--- config.mk ---
export PLATFORM = sky130hd
export DESIGN_NAME = lc3_decode_mt
export DESIGN_NICKNAME = d
export VERILOG_FILES = /design/src/rtl/lc3_decode_mt.sv
export SDC_FILE = /design/constraint.sdc
export NUM_CORES = 1
export LEC_CHECK = 0
export ABC_AREA = 1
export CORE_MARGIN = 4
export CORE_UTILIZATION = 50
export DETAILED_ROUTE_END_ITERATION = 10
export PLACE_DENSITY_LB_ADDON = 0.3
export RECOVER_POWER = 25
export SLEW_MARGIN = 20
export SYNTH_ARGS = -nofsm -noshare
export SYNTH_HDL_FRONTEND = slang
export SYNTH_SLANG_ARGS = --single-unit
--- constraint.sdc ---
create_clock -name clock -period 13.7 [get_ports clock]
set_input_delay 2.055 -clock clock [delete_from_list [all_inputs] [get_ports clock]]
set_output_delay 2.055 -clock clock [all_outputs]
set_load 0.02 [all_outputs]
--- src/rtl/lc3_decode_mt.sv ---
// Multi-context LC-3 decode stage: per-context register file, PSR and writeback
// scoreboard, with hazard stalls and a registered decode bundle to execute.

package lc3_decode_pkg;

  typedef enum logic [3:0] {
    OP_BR   = 4'h0,
    OP_ADD  = 4'h1,
    OP_LD   = 4'h2,
    OP_ST   = 4'h3,
    OP_JSR  = 4'h4,
    OP_AND  = 4'h5,
    OP_LDR  = 4'h6,
    OP_STR  = 4'h7,
    OP_RTI  = 4'h8,
    OP_NOT  = 4'h9,
    OP_LDI  = 4'hA,
    OP_STI  = 4'hB,
    OP_JMP  = 4'hC,
    OP_RES  = 4'hD,
    OP_LEA  = 4'hE,
    OP_TRAP = 4'hF
  } opcode_e;

  typedef enum logic [2:0] {
    IMM_NONE,
    IMM_5,
    IMM_6,
    IMM_9,
    IMM_11
  } imm_sel_e;

  typedef struct packed {
    logic     use_sr1;
    logic     use_sr2;
    logic [2:0] sr1;
    logic [2:0] sr2;
    logic [2:0] dr;
    logic     wr_reg;
    logic     set_cc;
    logic     is_br;
    imm_sel_e imm_sel;
  } dec_t;

endpackage

module lc3_decode_mt
  import lc3_decode_pkg::*;
#(
  parameter int DATA_W  = 16,
  parameter int NCTX    = 1,
  parameter int CTX_W   = (NCTX > 1) ? $clog2(NCTX) : 1,
  parameter int CCQ_MAX = 7
) (
  input  logic                clock,
  input  logic                reset,
  input  logic                instr_valid,
  output logic                instr_ready,
  input  logic [15:0]         instr,
  input  logic [CTX_W-1:0]    instr_ctx,
  input  logic                wb_valid,
  input  logic [CTX_W-1:0]    wb_ctx,
  input  logic [2:0]          wb_dr,
  input  logic [DATA_W-1:0]   wb_data,
  input  logic                wb_set_cc,
  output logic                out_valid,
  input  logic                out_ready,
  output logic [15:0]         out_ir,
  output logic [CTX_W-1:0]    out_ctx,
  output logic [DATA_W-1:0]   out_vsr1,
  output logic [DATA_W-1:0]   out_vsr2,
  output logic [DATA_W-1:0]   out_imm,
  output logic                out_br_taken,
  output logic                out_wr_reg,
  output logic                out_set_cc,
  output logic [3*NCTX-1:0]   psr_nzp
);

  // Storage is sized to every encodable context id; slots at or above NCTX are
  // never written, so they stay at their reset value and fold away.
  localparam int                NSLOT   = 1 << CTX_W;
  localparam int                CNT_W   = $clog2(CCQ_MAX + 1);
  localparam logic [CNT_W-1:0]  CNT_MAX = CNT_W'(CCQ_MAX);
  localparam logic [CTX_W:0]    NCTX_L  = (CTX_W + 1)'(NCTX);
  localparam logic [2:0]        PSR_RST = 3'b010;

  logic [DATA_W-1:0] reg_file [NSLOT][8];
  logic [7:0]        pending  [NSLOT];
  logic [2:0]        psr      [NSLOT];
  logic [CNT_W-1:0]  cc_cnt   [NSLOT];

  dec_t              dec;
  opcode_e           op;
  logic [DATA_W-1:0] imm;
  logic              ctx_ok;
  logic              wb_ok;
  logic              src_haz;
  logic              dr_haz;
  logic              br_haz;
  logic              cc_haz;
  logic              out_block;
  logic              issue;
  logic              br_taken;
  logic              cc_inc   [NSLOT];
  logic              cc_dec   [NSLOT];

  // ---------------------------------------------------------------- decode
  // NOTE: every signal written in an always_comb gets a default first, so no
  // path through the case leaves it unassigned and no latch is inferred.
  always_comb begin
    op          = opcode_e'(instr[15:12]);
    dec         = '0;
    dec.sr1     = instr[8:6];
    dec.sr2     = instr[2:0];
    dec.dr      = instr[11:9];
    dec.imm_sel = IMM_NONE;
    unique case (op)
      OP_ADD, OP_AND: begin
        dec.use_sr1 = 1'b1;
        dec.use_sr2 = !instr[5];
        dec.wr_reg  = 1'b1;
        dec.set_cc  = 1'b1;
        dec.imm_sel = instr[5] ? IMM_5 : IMM_NONE;
      end
      OP_NOT: begin
        dec.use_sr1 = 1'b1;
        dec.wr_reg  = 1'b1;
        dec.set_cc  = 1'b1;
      end
      OP_LD, OP_LDI, OP_LEA: begin
        dec.wr_reg  = 1'b1;
        dec.set_cc  = 1'b1;
        dec.imm_sel = IMM_9;
      end
      OP_LDR: begin
        dec.use_sr1 = 1'b1;
        dec.wr_reg  = 1'b1;
        dec.set_cc  = 1'b1;
        dec.imm_sel = IMM_6;
      end
      OP_ST, OP_STI: begin
        dec.use_sr1 = 1'b1;
        dec.sr1     = instr[11:9];
        dec.imm_sel = IMM_9;
      end
      OP_STR: begin
        dec.use_sr1 = 1'b1;
        dec.use_sr2 = 1'b1;
        dec.sr2     = instr[11:9];
        dec.imm_sel = IMM_6;
      end
      OP_BR: begin
        dec.is_br   = 1'b1;
        dec.imm_sel = IMM_9;
      end
      OP_JMP: begin
        dec.use_sr1 = 1'b1;
      end
      OP_JSR: begin
        dec.wr_reg  = 1'b1;
        dec.dr      = 3'd7;
        dec.use_sr1 = !instr[11];
        dec.imm_sel = instr[11] ? IMM_11 : IMM_NONE;
      end
      default: begin
        // RTI, TRAP and the reserved opcode pass through with no effects.
      end
    endcase
  end

  always_comb begin
    imm = '0;
    unique case (dec.imm_sel)
      IMM_5:   imm = {{(DATA_W-5){instr[4]}},   instr[4:0]};
      IMM_6:   imm = {{(DATA_W-6){instr[5]}},   instr[5:0]};
      IMM_9:   imm = {{(DATA_W-9){instr[8]}},   instr[8:0]};
      IMM_11:  imm = {{(DATA_W-11){instr[10]}}, instr[10:0]};
      default: imm = '0;
    endcase
  end

  // ---------------------------------------------------------------- hazards
  always_comb begin
    ctx_ok    = {1'b0, instr_ctx} < NCTX_L;
    wb_ok     = wb_valid && ({1'b0, wb_ctx} < NCTX_L);
    src_haz   = (dec.use_sr1 && pending[instr_ctx][dec.sr1]) ||
                (dec.use_sr2 && pending[instr_ctx][dec.sr2]);
    dr_haz    = dec.wr_reg && pending[instr_ctx][dec.dr];
    br_haz    = dec.is_br && (cc_cnt[instr_ctx] != '0);
    cc_haz    = dec.set_cc && (cc_cnt[instr_ctx] == CNT_MAX);
    out_block = out_valid && !out_ready;
    instr_ready = !(src_haz || dr_haz || br_haz || cc_haz || out_block);
    issue     = instr_valid && instr_ready;
    br_taken  = dec.is_br && |(psr[instr_ctx] & instr[11:9]);
  end

  // A context may issue a CC-setter and retire one in the same cycle; the
  // two cancel. Retiring at zero leaves the counter at zero.
  always_comb begin
    for (int c = 0; c < NSLOT; c++) begin
      cc_inc[c] = issue && ctx_ok && dec.set_cc && (instr_ctx == CTX_W'(c));
      cc_dec[c] = wb_ok && wb_set_cc && (wb_ctx == CTX_W'(c)) && (cc_cnt[c] != '0);
    end
  end

  // ---------------------------------------------------------------- state
  // NOTE: the register file is reset with everything else because a reset must
  // leave every context architecturally zeroed, not merely unscoreboarded.
  always_ff @(posedge clock or posedge reset) begin
    if (reset) begin
      for (int c = 0; c < NSLOT; c++) begin
        for (int r = 0; r < 8; r++) reg_file[c][r] <= '0;
        pending[c] <= '0;
        psr[c]     <= PSR_RST;
        cc_cnt[c]  <= '0;
      end
    end else begin
      // NOTE: sequential state uses non-blocking assignments so every read in
      // this block sees the pre-edge value regardless of statement order.
      if (wb_ok) begin
        reg_file[wb_ctx][wb_dr] <= wb_data;
        pending[wb_ctx][wb_dr]  <= 1'b0;
        if (wb_set_cc) begin
          psr[wb_ctx] <= {wb_data[DATA_W-1],
                          wb_data == '0,
                          !wb_data[DATA_W-1] && (wb_data != '0)};
        end
      end
      // DR-pending stalls guarantee this never targets the register being retired.
      if (issue && ctx_ok && dec.wr_reg) begin
        pending[instr_ctx][dec.dr] <= 1'b1;
      end
      for (int c = 0; c < NSLOT; c++) begin
        if (cc_inc[c] && !cc_dec[c])      cc_cnt[c] <= cc_cnt[c] + CNT_W'(1);
        else if (cc_dec[c] && !cc_inc[c]) cc_cnt[c] <= cc_cnt[c] - CNT_W'(1);
      end
    end
  end

  // Output bundle: loads on issue, holds while execute back-pressures.
  always_ff @(posedge clock or posedge reset) begin
    if (reset) begin
      out_valid    <= 1'b0;
      out_ir       <= '0;
      out_ctx      <= '0;
      out_vsr1     <= '0;
      out_vsr2     <= '0;
      out_imm      <= '0;
      out_br_taken <= 1'b0;
      out_wr_reg   <= 1'b0;
      out_set_cc   <= 1'b0;
    end else if (issue) begin
      out_valid    <= 1'b1;
      out_ir       <= instr;
      out_ctx      <= instr_ctx;
      out_vsr1     <= dec.use_sr1 ? reg_file[instr_ctx][dec.sr1] : '0;
      out_vsr2     <= dec.use_sr2 ? reg_file[instr_ctx][dec.sr2] : '0;
      out_imm      <= imm;
      out_br_taken <= br_taken;
      out_wr_reg   <= dec.wr_reg;
      out_set_cc   <= dec.set_cc;
    end else if (out_ready) begin
      out_valid    <= 1'b0;
    end
  end

  always_comb begin
    psr_nzp = '0;
    for (int c = 0; c < NCTX; c++) psr_nzp[3*c +: 3] = psr[c];
  end

endmodule

==> flow_summary.toml, run 1 <==
[yosys]
netlist_instances = 1972
synth-edff-count = 0
synthesis.area_um2 = 16300
syn_nets = 2019
avgSynthCellArea_um2 = 8.26
synth_top_area_share_pct = 53.2
synth.area.top_cells = "dfrtp_1 (53%), nand2_1 (14%), o21ai_0 (6.7%)"
synth_top_flop_cell = "dfrtp_1"
ys_warn_count = 0
ys_seq_area_share_pct = 53.5
ys_seq_elements = 348
synthDistinctLibCells = 42
synth_top_area_cell = "dfrtp_1"
ys_async_sr_fraction_pct = 100

[clock_tree]
cts_hold_buf = 0
cts_buffer_depth = 3
cts.clk_slew.worst_paths_ns = 0.06
numClockSinks = 348
h-tree-depth = 2
cts_tree = "built"
root_buffer = "clkbuf_16"
cts_made_buffers = 38
clock_latency_ns = 0.52
post_cts_resized = 0
cts_setup_buffers = 0

[die]
rows = 65
start_util_pct = 51.1
die_w_um = 188
core_region_area_um2 = 31900
die_y_um = 188
dieArea_um2 = 35500
ios = 116

[timing]
setup_viol = 0
hold_violations = 0
skew_ns = 0.0204
setup_slack_ns = 6.05
fmax_mhz = 131
rsz0062_at_grt = "false"
drv_slew = 139
min_period_over_period_pct = 55.9
fin_tns_setup_ns = 0
worst_slew_pin_slew_ns = 6.10
maxSlewHeadroom_pct = -309
min_period_ns = 7.65

[detailed_routing]
drt_iter0_markers = 1333
drt-total-wl_um = 47300
viasPerCell = 5.55
drc_errors = 0
drtAntennaViolNets = 0
wire_per_inst_um = 20.2
drt-pass1-iter-count = 6
num_vias = 13000

[power_and_ir_drop]
total_power_uw = 2930
powerDensity_nw_per_um2 = 159
peakVddDrop_mv = 0.110
p_leak_uw = 0.00909

[grt]
track_usage_pct = 26.5
gr-total-overflow = 0
grt_start_max_net_pins = 139
antenna_found_initial = 0
grt_pass1_vias = 12500
grt_pass1_wl_um = 74100

[final_layout]
fillers = 2845
regMostFlops = "reg_file"
antenna_cells = 0
final_nets = 1939
syn_to_final_growth_pct = 12.9
drive_above_1_share_pct = 5.65
stdcell_area_um2 = 18400
largest_reg_flops = 256

[placement]
dpl-instance-area_um2 = 17200
place_ws_ns = 6.16
dp_hpwl_um = 31600
gp_congestion = 0.899
port_buffers = 115

[worst_setup_path]
crit_fanout = 38
cp-start-kind = "input port"
required_ns = 11.64
critPathKind = "in2out"
end_kind = "output port"
cp.arrival_ns = 5.60

[worst_hold_path]
hold_class = "reg2reg"

[status]
violations = "max-capacitance violations, max-slew violations"
status = "finished, violations left"

[job]
drv_cap = 1
## layer usage
metal	up-vias	share of wire [%]	track usage (%)
met3	97	9.0	5.61
met2	605	44	40.8
met4	0	3.9	9.33
met5	-	0	0
li1	6179	-	-
met1	6132	43	37.5
## critical path, stage by stage
cell,delay [ns]
clkdlybuf4s50_1,0.64
nand2_1,0.16
clkinv_1,0.08
nand2_2,0.10
nand2_1,0.09
o21ai_2,0.06
buf_4,0.26
inv_1,0.82
nand3_1,0.17
nand3_1,0.12
nand2_1,0.05
nor2_1,0.28
nor2_1,0.13
clkdlybuf4s50_1,0.57
## where the power goes
group          internal [uW]  total [uW]  switching (uW)
combinational            248         648             400
clock                    627        1030             400
sequential              1180        1260            80.2
total                   2050        2930             881
## layout by cell type, fill, tap and decap left out, types with 7 or more instances in the layout
| master | synthesis | routed |
|---|---|---|
| nand4_1 | 30 | 30 |
| nand3_1 | 143 | 143 |
| dfrtp_1 | 346 | 346 |
| o21ai_1 | 39 | 38 |
| clkdlybuf4s50_1 | 0 | 112 |
| o211ai_1 | 48 | 48 |
| inv_1 | 90 | 88 |
| clkbuf_16 | 0 | 39 |
| nand2_1 | 619 | 615 |
| clkbuf_8 | 0 | 7 |
| a21oi_1 | 22 | 22 |
| mux2i_1 | 69 | 69 |
| o21ai_0 | 219 | 217 |
| buf_4 | 10 | 24 |
| nor2_1 | 39 | 37 |
## through the flow
stage / std cells / util, % / hold WS [ns]
2_1_floorplan: 1972 / - / 0.424
3_3_place_gp: 2287 / 53.8 / 0.357
3_5_place_dp: 2287 / 53.8 / 0.357
4_1_cts: 2345 / 57.7 / 0.373
5_1_grt: 2345 / 57.7 / 0.376
6_report: 2345 / 57.7 / 0.368
## kinds of logic after synthesis
kind of cell	share of synthesized area, %
muxes	4.38
adders and majority gates	0.400
DFF	53.5
other	0.0461
AOI/OAI and AO/OA	11.5
and+or+nand+nor	21.3
xor gates and xnor gates	0.215
buffers and inverters	8.62
## final timing paths
path | from | end | depth (start not counted) | slack, ns
max in group asynchronous | reset | reg_file[171]$_DFFE_PP0P_ | 4 | 6.31
worst max register to register | pending[12]$_DFF_PP0_ | cc_cnt[5]$_DFFE_PP0P_ | 16 | 10.30
worst min register to register | reg_file[1]$_DFFE_PP0P_ | reg_file[1]$_DFFE_PP0P_ | 0 | 0.37
worst max-delay path | instr[13] | instr_ready | 14 | 6.05
worst min-delay path | reg_file[1]$_DFFE_PP0P_ | reg_file[1]$_DFFE_PP0P_ | 0 | 0.37
min in group asynchronous | reset | reg_file[200]$_DFFE_PP0P_ | 2 | 3.86
## cells in the mapped netlist, drive strengths merged, types with 3 or more instances
master,number
nor2,41
xnor2,3
buf,36
dfrtp,346
nand2,621
o311ai,3
nand4,30
a21o,3
nand3,144
a21oi,22
or2,3
o211ai,48
mux2i,69
inv,95
clkbuf,223
nor3,4
o21ai,260
## cell type report
class	instances	area (um^2)	share of cell area [%]
Sequential cell	348	8710	47.4
Multi-Input combinational cell	1268	6200	33.7
Timing Repair Buffer	139	1330	7.25
Clock buffer	51	1090	5.93
Tap cell	435	544	2.96
Inverter	97	367	1.99
Clock inverter	7	139	0.755
Power figures use the tool's default switching activity.
==> run 2: changes to the inputs <==
Clock period 13.7 ns to 7.5 ns, I/O delays scaled along.
==> flow_summary.toml, run 2 (synthesized netlist as in run 1, its figures left out) <==
[timing]
drv_slew = 44
min_period_over_period_pct = 72.9
hold_slack_ns = 0.365
min_period_ns = 5.47
setup_viol = 0
maxSlewHeadroom_pct = -52.3
hold_violations = 0
rsz0062_at_grt = "false"
fin_tns_setup_ns = 0
worst_slew_pin_slew_ns = 2.29
setup_slack_ns = 2.03
fmax_mhz = 183
skew_ns = 0.0162

[worst_setup_path]
critPathKind = "in2out"
reg2reg_slack_ns = 4.06
cpMostUsedCell = "nand2_1"
path_delay_family = "buffers and inverters"
rr_startpoint = "pending[12]$_DFF_PP0_"
cp-start-kind = "input port"
timing.critical_path.buf_inv = 4
cp_slowest_cell = "inv_2"
critical_path.max_stage_delay_ns = 0.80
path_cells = "buf_6 > inv_2 > buf_4 > nand2_1 > nand2_1 > nand3_1 > nand2_1 > nand2_1 > nand2_1 > nand2_1 > nand3_1 > nand3_1 > nor2_1 > clkdlybuf4s50_1"
cp.arrival_ns = 4.34
end_kind = "output port"
crit_fanout = 81
required_ns = 6.38
crit_path_start = "instr_ctx"

[worst_hold_path]
hold_class = "reg2reg"
min_from = "psr[1]$_DFFE_PP1P_"

[power_and_ir_drop]
pwr-share-seq_pct = 43.7
powerDensity_nw_per_um2 = 285
power.share.clock_pct = 33.6
p_leak_uw = 0.00908
switchingPower_uw = 1600
swShare_pct = 30.5
power.internal_uw = 3630
p_comb_share_pct = 22.7
peakVddDrop_mv = 0.133

[final_layout]
antenna_cells = 0
drive_above_1_share_pct = 5.98
final_nets = 1942
regMostFlops = "reg_file"
final_common_cell = "nand2_1"
mostFrequentLayoutCells = "nand2_1 (615), dfrtp_1 (346), o21ai_0 (217)"
fillers = 2810
finish.cell_count_without_fillers = 2357
stdcell_area_um2 = 18400
syn_to_final_growth_pct = 12.8
largest_reg_flops = 256

[detailed_routing]
drt-total-wl_um = 47000
drt-pass1-iter-count = 6
drtAntennaViolNets = 0
wire_per_inst_um = 19.9
num_vias = 13200
drt_iter0_markers = 1413
viasPerCell = 5.60
drc_errors = 0

[clock_tree]
cts_hold_buf = 0
cts.clk_slew.worst_paths_ns = 0.06
numClockSinks = 348
cts_tree = "built"
clock_latency_ns = 0.52
post_cts_resized = 0
cts_buffer_depth = 3
root_buffer = "clkbuf_16"
cts_made_buffers = 36
h-tree-depth = 2
cts_setup_buffers = 0

[placement]
dp_hpwl_um = 30600
dpl-instance-area_um2 = 17200
gp_congestion = 0.903
post-place-cells = 2291
port_buffers = 115
place_ws_ns = 2.02

[die]
core_region_area_um2 = 31900
die_w_um = 188
ios = 116
die_y_um = 188
dieArea_um2 = 35500
rows = 65
start_util_pct = 51.1

[status]
violations = "max-capacitance violations, max-slew violations"
status = "finished, violations left"

[grt]
gr-total-overflow = 0
grt_start_max_net_pins = 149
track_usage_pct = 26.5
antenna_found_initial = 0
grt_pass1_wl_um = 74800
grt_pass1_vias = 13100

[job]
drv_cap = 1
==> run 2: cell count changes in the layout (fill, tap and decap cells not counted), sizes merged <==
cell,change
bufinv,-3
clkbuf,+8
buf,+3
inv,+1
clkinv,+3
==> run 2: area by class of cell <==
type / count / area, um^2 / area share (%)
timing repair buffer: 144 / 1380 / 7.51
clock buffer: 57 / 1090 / 5.94
multi-input combinational: 1268 / 6200 / 33.8
sequential: 348 / 8710 / 47.4
inverter: 97 / 367 / 2.00
clock inverter: 8 / 72.6 / 0.395
tap: 435 / 544 / 2.96
==> run 2: metal layers <==
metal	part of all wire [%]	vias to the layer above	track usage (%)
li1	-	6192	-
met4	5.4	0	12.9
met5	0	-	0
met2	43	657	39.2
met3	9.5	140	6.04
met1	42	6215	37.1
==> run 2: worst paths after layout <==
check	end	cells past startpoint
worst max-delay path	instr_ready	14
worst min-delay path	psr[1]$_DFFE_PP1P_	0
worst max register to register	cc_cnt[5]$_DFFE_PP0P_	16
worst min register to register	psr[1]$_DFFE_PP1P_	0
max in group asynchronous	cc_cnt[1]$_DFFE_PP0P_	3
min in group asynchronous	reg_file[206]$_DFFE_PP0P_	2
==> run 2: power groups by stage <==
| stage | combinational [uW] | clock [uW] | sequential [uW] |
|---|---|---|---|
| after floorplan | 618 | 0 | 2410 |
| after global placement | 1150 | 0 | 2310 |
| after detailed placement | 1180 | 0 | 2320 |
| after CTS | 1180 | 1790 | 2290 |
| after global routing | 1310 | 1870 | 2320 |
| final | 1190 | 1760 | 2290 |
==> run 2: metrics by stage <==
| stage | utilization (%) | total power, uW |
|---|---|---|
| 6_report | 57.6 | 5230 |
| 5_1_grt | 57.6 | 5500 |
| 2_1_floorplan | - | 3030 |
| 3_3_place_gp | 53.9 | 3460 |
| 4_1_cts | 57.6 | 5260 |
| 3_5_place_dp | 53.9 | 3500 |
==> run 2: worst register-to-register path: stages, from the launching register on <==
cell,delay (ns)
dfrtp_1,0.38
o21ai_0,0.39
nand3_1,0.19
nand3_1,0.12
nand3_1,0.10
nand3_1,0.09
nand3_1,0.15
nor3_4,0.15
buf_4,0.44
clkinv_2,0.12
nor3_1,0.15
ha_1,0.17
inv_1,0.07
fa_1,0.39
a21oi_1,0.15
o21ai_0,0.12
xor2_1,0.15
